<file path="config.mk">
export PLATFORM = sky130hd
export DESIGN_NAME = pipelined_barrel_shifter
export DESIGN_NICKNAME = d
export VERILOG_FILES = /design/src/rtl/barrel_pkg.sv /design/src/rtl/pipelined_barrel_shifter_stage.sv /design/src/rtl/pipelined_barrel_shifter.sv
export SDC_FILE = /design/constraint.sdc
export NUM_CORES = 1
export LEC_CHECK = 0
export ABC_AREA = 1
export CORE_MARGIN = 2
export CORE_UTILIZATION = 35
export CTS_BUF_LIST = sky130_fd_sc_hd__clkbuf_16
export CTS_CLUSTER_DIAMETER = 150
export DETAILED_ROUTE_END_ITERATION = 6
export HOLD_SLACK_MARGIN = 0.1
export MAX_ROUTING_LAYER = met4
export PLACE_DENSITY = 0.52
export SLEW_MARGIN = 20
export SYNTH_ARGS = -nofsm -noshare
export SYNTH_HDL_FRONTEND = slang
export SYNTH_SLANG_ARGS = --single-unit
</file>
<file path="constraint.sdc">
create_clock -name clk -period 1.4 [get_ports clk]
set_input_delay 0.14 -clock clk [delete_from_list [all_inputs] [get_ports clk]]
set_output_delay 0.14 -clock clk [all_outputs]
set_load 0.02 [all_outputs]
</file>
<file path="src/rtl/barrel_pkg.sv">
// Shared op codes, per-beat flags and helpers for the pipelined barrel shifter.
package barrel_pkg;

  localparam logic [2:0] OP_ROR = 3'b000;
  localparam logic [2:0] OP_ROL = 3'b001;
  localparam logic [2:0] OP_SRL = 3'b010;
  localparam logic [2:0] OP_SLL = 3'b011;
  localparam logic [2:0] OP_SRA = 3'b100;

  // Widest operand the reverse helper handles; callers zero-extend and truncate.
  localparam int BREV_W = 256;

  typedef struct packed {
    logic rev;   // beat was bit-reversed at entry (left op)
    logic fill;  // bit shifted into vacated positions
    logic rot;   // vacated positions take the rotated-out bits
    logic err;   // reserved op code
  } flags_t;

  function automatic logic is_left(input logic [2:0] op);
    return (op == OP_ROL) || (op == OP_SLL);
  endfunction

  function automatic logic is_reserved(input logic [2:0] op);
    return op > OP_SRA;
  endfunction

  function automatic logic [BREV_W-1:0] bit_reverse(input logic [BREV_W-1:0] d,
                                                    input int width);
    logic [BREV_W-1:0] r;
    r = '0;
    for (int i = 0; i < BREV_W; i++)
      if (i < width) r[i[7:0]] = d[8'(width - 1 - i)];
    return r;
  endfunction

endpackage

</file>
<file path="src/rtl/pipelined_barrel_shifter_stage.sv">
// One log2 step: conditional right shift/rotate by DIST, then a stall-able register.
module shifter_stage
  import barrel_pkg::*;
#(
  parameter int WIDTH = 32,
  parameter int DIST  = 1,
  parameter int SHW   = $clog2(WIDTH)
) (
  input  logic             clk,
  input  logic             rst,
  input  logic             en,
  input  logic             src_vld,
  input  logic [WIDTH-1:0] src_data,
  input  logic [SHW-1:0]   src_shamt,
  input  flags_t           src_fl,
  output logic             vld,
  output logic [WIDTH-1:0] data,
  output logic [SHW-1:0]   shamt,
  output flags_t           fl
);

  localparam int K = $clog2(DIST);

  logic [DIST-1:0]  ins;
  logic [WIDTH-1:0] shifted;

  assign ins     = src_fl.rot ? src_data[DIST-1:0] : {DIST{src_fl.fill}};
  assign shifted = src_shamt[K] ? {ins, src_data[WIDTH-1:DIST]} : src_data;

  always_ff @(posedge clk) begin
    if (rst) begin
      vld   <= 1'b0;
      data  <= '0;
      shamt <= '0;
      fl    <= '0;
    end else if (en) begin
      vld   <= src_vld;
      data  <= shifted;
      shamt <= src_shamt;
      fl    <= src_fl;
    end
  end

endmodule

</file>
<file path="src/rtl/pipelined_barrel_shifter.sv">
// Fully pipelined shift/rotate: entry decode, SHW shift stages, registered output.
module pipelined_barrel_shifter
  import barrel_pkg::*;
#(
  parameter int WIDTH = 32,
  parameter int SHW   = $clog2(WIDTH)
) (
  input  logic             clk,
  input  logic             rst,
  input  logic             in_valid,
  output logic             in_ready,
  input  logic [WIDTH-1:0] in_data,
  input  logic [SHW-1:0]   in_shamt,
  input  logic [2:0]       in_op,
  output logic             out_valid,
  input  logic             out_ready,
  output logic [WIDTH-1:0] out_data,
  output logic             out_err
);

  if (WIDTH < 2 || (WIDTH & (WIDTH - 1)) != 0) begin : g_width_check
    $error("pipelined_barrel_shifter: WIDTH must be a power of two >= 2");
  end

  logic adv;
  assign adv      = !out_valid || out_ready;
  assign in_ready = adv;

  logic [SHW:0]                vld_pipe;
  logic [SHW:0][WIDTH-1:0]     data_pipe;
  logic [SHW:0][SHW-1:0]       sh_pipe;
  flags_t [SHW:0]              fl_pipe;

  logic             left, rsv;
  logic [WIDTH-1:0] in_rev, out_rev;

  assign left   = is_left(in_op);
  assign rsv    = is_reserved(in_op);
  assign in_rev = WIDTH'(bit_reverse(BREV_W'(in_data), WIDTH));

  // Left ops ride the right-shift datapath between two bit reversals;
  // reserved ops pass through untouched by forcing a zero shift.
  assign vld_pipe[0]  = in_valid;
  assign data_pipe[0] = left ? in_rev : in_data;
  assign sh_pipe[0]   = rsv ? '0 : in_shamt;
  assign fl_pipe[0]   = '{rev:  left,
                          fill: (in_op == OP_SRA) & in_data[WIDTH-1],
                          rot:  (in_op == OP_ROR) || (in_op == OP_ROL),
                          err:  rsv};

  for (genvar k = 0; k < SHW; k++) begin : g_stage
    shifter_stage #(.WIDTH(WIDTH), .DIST(1 << k), .SHW(SHW)) u_stage (
      .clk       (clk),
      .rst       (rst),
      .en        (adv),
      .src_vld   (vld_pipe[k]),
      .src_data  (data_pipe[k]),
      .src_shamt (sh_pipe[k]),
      .src_fl    (fl_pipe[k]),
      .vld       (vld_pipe[k+1]),
      .data      (data_pipe[k+1]),
      .shamt     (sh_pipe[k+1]),
      .fl        (fl_pipe[k+1])
    );
  end

  assign out_rev = WIDTH'(bit_reverse(BREV_W'(data_pipe[SHW]), WIDTH));

  // out_data only loads on a valid beat so it holds through bubbles.
  always_ff @(posedge clk) begin
    if (rst) begin
      out_valid <= 1'b0;
      out_data  <= '0;
      out_err   <= 1'b0;
    end else if (adv) begin
      out_valid <= vld_pipe[SHW];
      if (vld_pipe[SHW]) begin
        out_data <= fl_pipe[SHW].rev ? out_rev : data_pipe[SHW];
        out_err  <= fl_pipe[SHW].err;
      end
    end
  end

  logic unused_tail;
  assign unused_tail = ^{sh_pipe[SHW], fl_pipe[SHW].fill, fl_pipe[SHW].rot};

endmodule

</file>
=== Word-level counts from Yosys, hierarchy flattened ===
Index checks and enable logic that the tools add are counted.

* Flip-flop bits (word level): 237
* Input bits: 44
* Bits in writable memories: 0
* Bits in latches: 0
* ROM bits: 0
* Memories kept: 0

* Shifts and indexed selects: 0
* Bitwise logic cells: 1
* Multipliers: 0
* Reduce and logical (&&, ||, !) cells: 6
* Div/mod/pow operators: 0
* Mux-type cells: 13
* Equality and inequality tests: 3
* Add/subtract/negate cells: 0
* Magnitude comparators: 1

{| class="wikitable"
|+ Operators by type and width
! cell !! number
|-
| 2-to-1 mux 32 bit || 7
|-
| 2-to-1 mux 16 bit || 1
|-
| 2-to-1 mux 8 bit || 1
|-
| 2-to-1 mux 5 bit || 1
|-
| 2-to-1 mux 4 bit || 1
|-
| equality test 3 x 1 -> 1 bit (second input constant) || 1
|-
| equality test 3 x 2 -> 1 bit (second input constant) || 1
|-
| equality test 3 bit (second input constant) || 1
|-
| greater-than comparator 3 bit (second input constant) || 1
|-
| zero test 3 bit || 1
|-
| logical OR 1 bit || 3
|-
| 2-to-1 mux 2 bit || 1
|-
| AND reduction 2 bit || 1
|-
| bitwise AND 1 bit || 1
|-
| zero test 1 bit || 1
|-
| 2-to-1 mux 1 bit || 1
|}

=== Logic depth before layout (Yosys ltp) ===
Gate-level depths: netlist (run 1).

* Depth after elaboration: 5
* Gate-level depth with buffers: 9

=== Cells and area by module ===
From an unflattened synthesis (run 1), not the netlist that was laid out.

* Cell total of the unflattened synthesis: 1827
* Area, all modules: 12021.5 µm²

{| class="wikitable"
|+ Modules (own cells, without submodules)
! module !! times used !! area each (µm²) !! seq. area each (µm²) !! cells an instance
|-
| pipelined_barrel_shifter || 1 || 2277.2 || 680.7 || 419
|-
| shifter_stage (g_stage[3].u_stage) || 1 || 2013.2 || 840.8 || 265
|-
| shifter_stage (g_stage[1].u_stage) || 1 || 2005.7 || 840.8 || 323
|-
| shifter_stage (g_stage[4].u_stage) || 1 || 1990.7 || 840.8 || 273
|-
| shifter_stage (g_stage[2].u_stage) || 1 || 1883.1 || 840.8 || 260
|-
| shifter_stage (g_stage[0].u_stage) || 1 || 1851.8 || 840.8 || 287
|}

=== Worst setup path before layout (run 1) ===
No wires, ideal clock.

* Kind: flip-flop to flip-flop
* Start point: register out_valid
* End point: register g_stage[1].u_stage.data[0]
* Data required time: 1.263 ns
* Arrival time: 1.228 ns
* Path slack: 0.036 ns
* Clock period less this slack: 1.364 ns
* Stages on the path, launching flop included: 8
* Buffers on the path: 2
* Cells stage by stage: dfxtp_1 -> inv_1 -> nor2_4 -> inv_4 -> buf_2 -> buf_2 -> o21ai_1 -> a31oi_1

* Longest elaborated chain between the ends: 2

{| class="wikitable"
|+ RTL lines
! item !! RTL line !! RTL
|-
| start: declaration || pipelined_barrel_shifter.sv:15 || <nowiki>output logic out_valid,</nowiki>
|-
| start signal: assignment || pipelined_barrel_shifter.sv:76 || <nowiki>out_valid <= vld_pipe[SHW];</nowiki>
|-
| zero test 1 bit || pipelined_barrel_shifter.sv:26 || <nowiki>assign adv = !out_valid || out_ready;</nowiki>
|-
| logical OR 1 bit || pipelined_barrel_shifter.sv:26 ||
|-
| end signal: assignment || pipelined_barrel_shifter_stage.sv:38 || <nowiki>data <= shifted;</nowiki>
|-
| end: declaration || pipelined_barrel_shifter_stage.sv:17 || <nowiki>output logic [WIDTH-1:0] data,</nowiki>
|}

No other way between the ends.
A chain may end at the register's enable or synchronous reset.

=== Worst setup path in the final report (run 1) ===
* Start point: register out_valid
* End point: output port in_ready

* Longest elaborated chain between the ends: 2

{| class="wikitable"
|+ RTL lines
! item !! RTL line !! RTL
|-
| zero test 1 bit || pipelined_barrel_shifter.sv:26 ||
|-
| logical OR 1 bit || pipelined_barrel_shifter.sv:26 ||
|-
| end: declaration || pipelined_barrel_shifter.sv:11 || <nowiki>output logic in_ready,</nowiki>
|}

No other way between the ends.

==> impl_table.tex, run 1 <==
\begin{tabular}{lr}
\hline
Metric & Value \\
\hline
\multicolumn{2}{l}{\textbf{Outcome}} \\
Result of the run & finished, violations left \\
Violated checks & setup timing \\
\multicolumn{2}{l}{\textbf{Synth}} \\
Async set-or-reset flop fraction in the synthesized netlist & 0\% \\
Most common flop cell mapped by yosys & dfxtp\_1 \\
Count of mapped cells out of synthesis & 1398 \\
Largest cells by area after synthesis & dfxtp\_1 (45\%), nand2\_1 (14\%), o21ai\_0 (6.1\%), a31oi\_1 (6.0\%), o21ai\_1 (5.0\%) \\
Synth Cell Area & 0.0102 mm2 \\
Register bit count reported by yosys & between 200 and 250 \\
Post-synth net total & about 1400 \\
Netlist cell types & 23 \\
Post-synthesis average cell area & between 7 and 8 um2 \\
Share of Yosys cell area claimed by the top area cell type & roughly 45\% \\
Number of warnings printed during yosys synthesis & 0 \\
Number of enable-type register cells in the synthesized netlist & 0 \\
Cell type with the highest aggregate area in the netlist & dfxtp\_1 \\
Sequential share of the synthesized area & 44.7\% \\
\multicolumn{2}{l}{\textbf{Worst setup path}} \\
Largest fanout on the critical path & 5 \\
Worst stage delay on the critical path & between 0.3 and 0.4 ns \\
Nature of the critical path endpoint & output port \\
Worst Path Required & approximately 1.3 ns \\
Flop-to-flop setup slack & 0.07 ns \\
CP Class & reg -> out \\
Cell-by-cell listing of the critical path & inv\_2 > nor2\_4 > inv\_8 > buf\_6 \\
Cell family contributing the most delay on the critical path & flip-flops \\
Signal arrival time at the worst endpoint & about 1.3 ns \\
Buffers and inverters on the worst path & 3 \\
Critical-path cell with the highest stage delay & dfxtp\_2 \\
Launching element type of the critical path & flip-flop \\
\multicolumn{2}{l}{\textbf{Drt}} \\
DRC violation count after routing & 0 \\
Routed length per placed instance & $\sim$15 um \\
Avg Vias per Cell & 5.02 \\
Post-detailed-routing wire length & 27200 um \\
DR iter-0 viols & between 600 and 700 \\
Antenna Violating Nets Remaining & 0 \\
Total number of vias & 9389 \\
DRT Pass-1 Iters & 5 \\
\multicolumn{2}{l}{\textbf{Clock network}} \\
TritonCTS sink count & between 200 and 250 \\
Root Buffer Master & clkbuf\_16 \\
CTS tree & built \\
Max Root-Sink Buffers & 3 \\
Num CTS Buffers & 25 \\
Max H-tree Level & 1 \\
Clock slew at reported path FFs & 0.06 ns \\
Clock latency reported for the late side of the worst-skew pair & about 0.53 ns \\
\multicolumn{2}{l}{\textbf{Place}} \\
Routability congestion estimate & 0.818 \\
Final HPWL from detailed placement & 19000 um \\
Number of buffer cells added on primary ports & roughly 80 \\
Area post-placement & 0.0118 mm2 \\
Post-placement worst setup slack & -0.297 ns \\
Cell Count Post-Placement & between 1500 and 2000 \\
\multicolumn{2}{l}{\textbf{Layout}} \\
Fraction of final layout cells sized beyond drive strength 1 & 9.43\% \\
Final core utilization & between 40\% and 50\% \\
Total inserted antenna cells & 0 \\
P\&R area growth vs syn & 23.8\% \\
Nets & 1510 \\
Count of fill cells added during filler insertion & $\sim$3000 \\
Final Instance Area & about 0.013 mm2 \\
Count of placed standard cells in the final layout, fillers left out & approximately 1900 \\
\multicolumn{2}{l}{\textbf{STA}} \\
Worst clock skew & 0.0126 ns \\
Period utilisation layout & 101\% \\
Post-Route Setup TNS & -0.00938 ns \\
Final Hold Fails & 0 \\
Highest clock rate & 710 MHz \\
Max Transition Viols Final & 0 \\
Worst setup margin & -0.00938 ns \\
Slew of the pin with the lowest slew margin & 0.513 ns \\
Number of failing setup endpoints in the final timing report & 1 \\
Tightest slew margin relative to the limit & between 60 and 70\% \\
Clock period minus worst slack & approximately 1.4 ns \\
Setup repair after global routing missed its margin & yes \\
\multicolumn{2}{l}{\textbf{GRT}} \\
Initial antenna violation count & 0 \\
Via count of the first global-routing pass & about 8600 \\
Overall overflow remaining after global route & 0 \\
Global-route wire length before repair & approximately 45000 um \\
Maximum number of pins on one net before global-route repair & between 80 and 90 \\
Global router's overall resource usage & a little under a fifth \\
\multicolumn{2}{l}{\textbf{Floorplanning}} \\
Number of cell rows & 62 \\
Die Area & 0.0305 mm2 \\
Core ar. & around 0.029 mm2 \\
\# IOs & between 70 and 80 \\
Die Wd & approximately 170 um \\
Initial core utilization & 35.4\% \\
Height of the die & 175 um \\
\multicolumn{2}{l}{\textbf{Power and ir drop}} \\
Power per Cell Area & 1170 mW/mm2 \\
IR drop worst, VDD & 782 uV \\
Static leakage power & 5.45 nW \\
\multicolumn{2}{l}{\textbf{Hold path}} \\
Hold WC Path Type & in -> reg \\
\multicolumn{2}{l}{\textbf{Job}} \\
Max-capacitance violation count & 0 \\
\hline
\end{tabular}
timing repair:
| item | CTS | global route |
|---|---|---|
| cloned | 0 | 1 |
| setup endpoints to repair | 35 | 64 |
| gates resized for setup | 38 | 29 |
| hold endpoints to repair | 0 | 0 |
| pin swaps | 0 | 1 |
| setup buffers | 0 | 2 |
| hold buffers | 0 | 0 |
report_power, final:
group          internal [mW]  switching (mW)
Sequential              6.78           0.291
Clock                   3.62            2.66
Combinational          0.642           0.773
cell type report:
type / count / area, um2 / share of cell area [%]
multi-input cells: 971 / 4780 / 38.0
flip-flops and latches: 227 / 4550 / 36.1
repair buffers: 162 / 1690 / 13.4
clock buffers: 25 / 626 / 4.97
well taps: 384 / 480 / 3.81
inverters: 79 / 313 / 2.48
clock inverters: 21 / 156 / 1.24
sequential cells by signal (all words and copies together), names as in the netlist:
| name | count |
|---|---|
| g_stage.u_stage.data | 160 |
| out_data | 32 |
| g_stage.u_stage.fl | 18 |
| g_stage.u_stage.shamt | 10 |
| g_stage.u_stage.vld | 5 |
| out_err | 1 |
| out_valid | 1 |
synthesized netlist by cell type (3+ instances only):
library cell and count:
buf_2 56, o21bai_1 30, a31oi_1 98, inv_1 74, nand2_1 391, dfxtp_1 227, a21oi_1 78, o21ai_1 101
nand3_1 36, nor2_1 43, clkbuf_1 56, mux2i_1 32, o22ai_1 30, buf_4 9, nor2_4 3, o21ai_0 124
routing by layer:
| layer | global-route usage, % | share of wire (%) |
|---|---|---|
| met1 | 24.0 | 48 |
| met2 | 29.8 | 46 |
| met3 | 2.27 | 4.1 |
| met4 | 4.24 | 2.2 |
| met5 | - | 0 |
cell usage in the layout, fill, tap and decap left out, types with 3 or more instances in the layout:
cell type and n:
dfxtp_1 225, clkdlybuf4s50_1 43, buf_6 3, mux2i_1 32
dlygate4sd2_1 29, nor2_1 42, a21oi_1 78, o21ai_0 111
buf_12 24, a31oi_1 98, buf_4 57, nand3_1 36
o22ai_1 30, clkbuf_16 26, nand2_1 391, o21ai_1 113
clkinv_1 6, nor2_4 4, o21bai_1 30, inv_1 78
clkinv_2 7, clkdlybuf4s15_1 3
path summary, 6_finish.rpt:
path / startpoint / to / depth (start not counted)
max: out_valid / in_ready / 4
min: in_shamt[1] / g_stage[0].u_stage.shamt[1] / 3
max reg2reg: out_valid / out_data[25] / 7
min reg2reg: g_stage[0].u_stage.shamt[4] / g_stage[0].u_stage.shamt[4] / 2
logic make-up (layout without fill, tap and decap cells):
kind of cell | count (synthesis) | in the layout | share of synthesized area [%]
AND/OR/NAND/NOR | 476 | 476 | 18.4
AO/OA/AOI/OAI | 463 | 463 | 25.3
buffers and inverters | 200 | 287 | 8.45
multiplexers | 32 | 32 | 3.15
flip-flops | 227 | 227 | 44.7
stage by stage:
| step | total power [mW] | hold slack, ns |
|---|---|---|
| after detailed placement | 8.64 | 0.457 |
| after global placement | 8.63 | 0.453 |
| after floorplan | 8.02 | 0.209 |
| after global routing | 15.5 | 0.158 |
| after CTS | 15.0 | 0.142 |
| final | 14.8 | 0.162 |
tightest hold or removal path: stages:
cell             delay [ns]
clkdlybuf4s50_1        0.40
nand2_1                0.06
a21oi_1                0.05
Note: power is estimated with default switching activity, not from simulation.
==> inputs of run 2 (changes only) <==
--- a/config.mk
+++ b/config.mk
@@ -6,7 +6,6 @@
 export NUM_CORES = 1
 export LEC_CHECK = 0
 export ABC_AREA = 1
-export CORE_MARGIN = 2
 export CORE_UTILIZATION = 35
 export CTS_BUF_LIST = sky130_fd_sc_hd__clkbuf_16
 export CTS_CLUSTER_DIAMETER = 150
==> run 2 against run 1 <==
  * The flow still finishes with violations (setup timing)
  * Hold slack better by 0.018 ns
  * Via count is 1.5% lower
  * Global-route usage increased by 0.30 points
  * Wire length increased by 0.59%
  * Clock skew up 0.0040 ns
  * Fmax down 0.35%
  * Count of clock-buffer cells in the layout rose by 1
  * Final cell count is 0.64% lower
  * Register-to-register slack worse by 0.08 ns
  * Die area is 2.3% lower
  * Critical path type unchanged
  * Largest cell class unchanged
  * Highest routed layer unchanged
==> impl_table.tex, run 2 (synthesized netlist as in run 1, its figures left out) <==
\begin{tabular}{lr}
\hline
Metric & Value \\
\hline
\multicolumn{2}{l}{\textbf{Drt}} \\
Post-detailed-routing wire length & approximately 27000 um \\
DR iter-0 viols & roughly 600 \\
Avg Vias per Cell & roughly 5.0 \\
DRC violation count after routing & 0 \\
Routed length per placed instance & approximately 15 um \\
DRT Pass-1 Iters & 6 \\
Antenna Violating Nets Remaining & 0 \\
Total number of vias & a little over 9000 \\
\multicolumn{2}{l}{\textbf{GRT}} \\
Maximum number of pins on one net before global-route repair & 58 \\
Layer carrying the most global-route usage & met2 \\
Initial antenna violation count & 0 \\
Via count of the first global-routing pass & $\sim$8500 \\
Global Route met3 Usage & 2.17\% \\
Global-route wire length before repair & around 45000 um \\
Global router's overall resource usage & 18.5\% \\
Met1 global-route usage & between 20\% and 30\% \\
Overall overflow remaining after global route & 0 \\
Global routing usage on met2 & between 30\% and 40\% \\
\multicolumn{2}{l}{\textbf{Layout}} \\
Registers with the most flip-flops & g\_stage.u\_stage.data x160, out\_data x32, g\_stage.u\_stage.fl x18 \\
Commonest cells after routing, fill and taps aside & nand2\_1 (391), dfxtp\_1 (225), o21ai\_1 (109), o21ai\_0 (98), a31oi\_1 (98) \\
Commonest non-fill, non-tap cell in the layout & nand2\_1 \\
Fraction of final layout cells sized beyond drive strength 1 & a little under a tenth \\
Final Instance Area & around 0.013 mm2 \\
Count of fill cells added during filler insertion & $\sim$3000 \\
Register with the most flip-flops & g\_stage.u\_stage.data \\
P\&R area growth vs syn & 24.6\% \\
Count of placed standard cells in the final layout, fillers left out & around 1900 \\
Flip-flop count of the largest register after layout & 160 \\
Nets & 1498 \\
Total inserted antenna cells & 0 \\
\multicolumn{2}{l}{\textbf{Clock network}} \\
Clock latency reported for the late side of the worst-skew pair & between 0.5 and 0.6 ns \\
Root Buffer Master & clkbuf\_16 \\
Num CTS Buffers & 26 \\
CTS Hold Buffers Added & 0 \\
Clock slew at reported path FFs & $\sim$0.060 ns \\
Max Root-Sink Buffers & 3 \\
Max H-tree Level & 1 \\
TritonCTS sink count & $\sim$230 \\
CTS tree & built \\
\multicolumn{2}{l}{\textbf{Outcome}} \\
Violated checks & setup timing \\
Result of the run & finished, violations left \\
\multicolumn{2}{l}{\textbf{Power and ir drop}} \\
Power per Cell Area & between 1000 and 1500 mW/mm2 \\
IR drop worst, VDD & 805 uV \\
Static leakage power & about 5.5 nW \\
Total Power Consumption & between 15 and 20 mW \\
\multicolumn{2}{l}{\textbf{STA}} \\
Hold Worst Slack & around 0.18 ns \\
Number of failing setup endpoints in the final timing report & 3 \\
Final Hold Fails & 0 \\
Period utilisation layout & 101\% \\
Clock period minus worst slack & roughly 1.4 ns \\
Slew of the pin with the lowest slew margin & 0.659 ns \\
Highest clock rate & between 700 and 800 MHz \\
Worst setup margin & -0.0143 ns \\
Setup repair after global routing missed its margin & yes \\
Worst clock skew & approximately 0.017 ns \\
Max Transition Viols Final & 0 \\
Tightest slew margin relative to the limit & 55.8\% \\
\multicolumn{2}{l}{\textbf{Floorplanning}} \\
Height of the die & roughly 170 um \\
Die Wd & roughly 170 um \\
Core ar. & about 0.029 mm2 \\
Number of cell rows & 62 \\
\# IOs & 79 \\
Initial core utilization & roughly 36\% \\
Die Area & 0.0298 mm2 \\
\multicolumn{2}{l}{\textbf{Place}} \\
Post-placement worst setup slack & -0.242 ns \\
Cell Count Post-Placement & about 1800 \\
Number of buffer cells added on primary ports & 78 \\
Final HPWL from detailed placement & 19100 um \\
Area post-placement & around 0.012 mm2 \\
Routability congestion estimate & roughly 0.8 \\
\multicolumn{2}{l}{\textbf{Worst setup path}} \\
Worst Path Required & between 1 and 1.5 ns \\
Largest fanout on the critical path & 6 \\
Signal arrival time at the worst endpoint & 1.27 ns \\
CP Class & reg -> out \\
Nature of the critical path endpoint & output port \\
Launching element type of the critical path & flip-flop \\
\multicolumn{2}{l}{\textbf{Job}} \\
Max-capacitance violation count & 0 \\
\multicolumn{2}{l}{\textbf{Hold path}} \\
Hold WC Path Type & in -> reg \\
\hline
\end{tabular}
==> run 2: changes by cell type in the layout (fill, tap and decap cells not counted), moves of 2 or more <==
cell,before,now
o21ai_1,113,109
clkinv_1,6,9
o21ai_0,111,98
buf_12,24,28
clkbuf_2,2,0
buf_4,57,39
clkbuf_16,26,28
o21ai_2,1,18
clkinv_2,7,4
==> run 2: path summary, 6_finish.rpt <==
| check | to | start | slack (ns) | cells past startpoint |
|---|---|---|---|---|
| min | g_stage[0].u_stage.shamt[3] | in_shamt[3] | 0.18 | 3 |
| max reg2reg | g_stage[1].u_stage.data[8] | out_valid | -0.01 | 8 |
| min reg2reg | g_stage[0].u_stage.shamt[4] | g_stage[0].u_stage.shamt[4] | 0.46 | 2 |
| max | in_ready | out_valid | -0.01 | 4 |
==> run 2: area by class of cell <==
type                    instances  area (um2)  share of cell area, %
inverters                      79         309                   2.44
clock buffers                  26         651                   5.13
flip-flops and latches        227        4550                   35.9
well taps                     384         480                   3.79
clock inverters                21         179                   1.41
multi-input cells             971        4840                   38.2
repair buffers                149        1670                   13.2
==> run 2: repair_timing <==
item	4_1_cts	5_1_grt
setup buffers	0	3
gates cloned	0	2
endpoints found under the hold margin	0	0
gates resized for setup	36	56
pin swaps	0	1
endpoints found under the setup margin	35	50
==> run 2: per-layer routing <==
layer	share of wire (%)	vias to the layer above	routed length, um
met5	0	-	0
met4	2.3	0	629
met3	2.9	38	795
met2	48	136	13000
met1	47	4228	12900
li1	-	4849	-
==> run 2: power breakdown <==
part	leakage, nW	switching [mW]	internal [mW]
clock	0.419	2.71	3.91
sequential	1.85	0.299	6.78
combinational	3.19	0.777	0.639
total	5.46	3.79	11.3
==> run 2: per-stage QoR <==
| stage | TNS (ns) | utilization [%] |
|---|---|---|
| after detailed placement | -25.78 | 41.0 |
| final | -0.0213 | 44.3 |
| after global placement | -22.45 | 41.0 |
| after floorplan | 0 | - |
| after global routing | -2.01 | 44.3 |
| after CTS | -0.253 | 43.7 |
==> run 2: worst max-delay path, cell delays in order, from the launching register on <==
cell and delay, ns:
dfxtp_2 0.33, inv_2 0.04, nor2_4 0.17, inv_8 0.07, buf_6 0.13
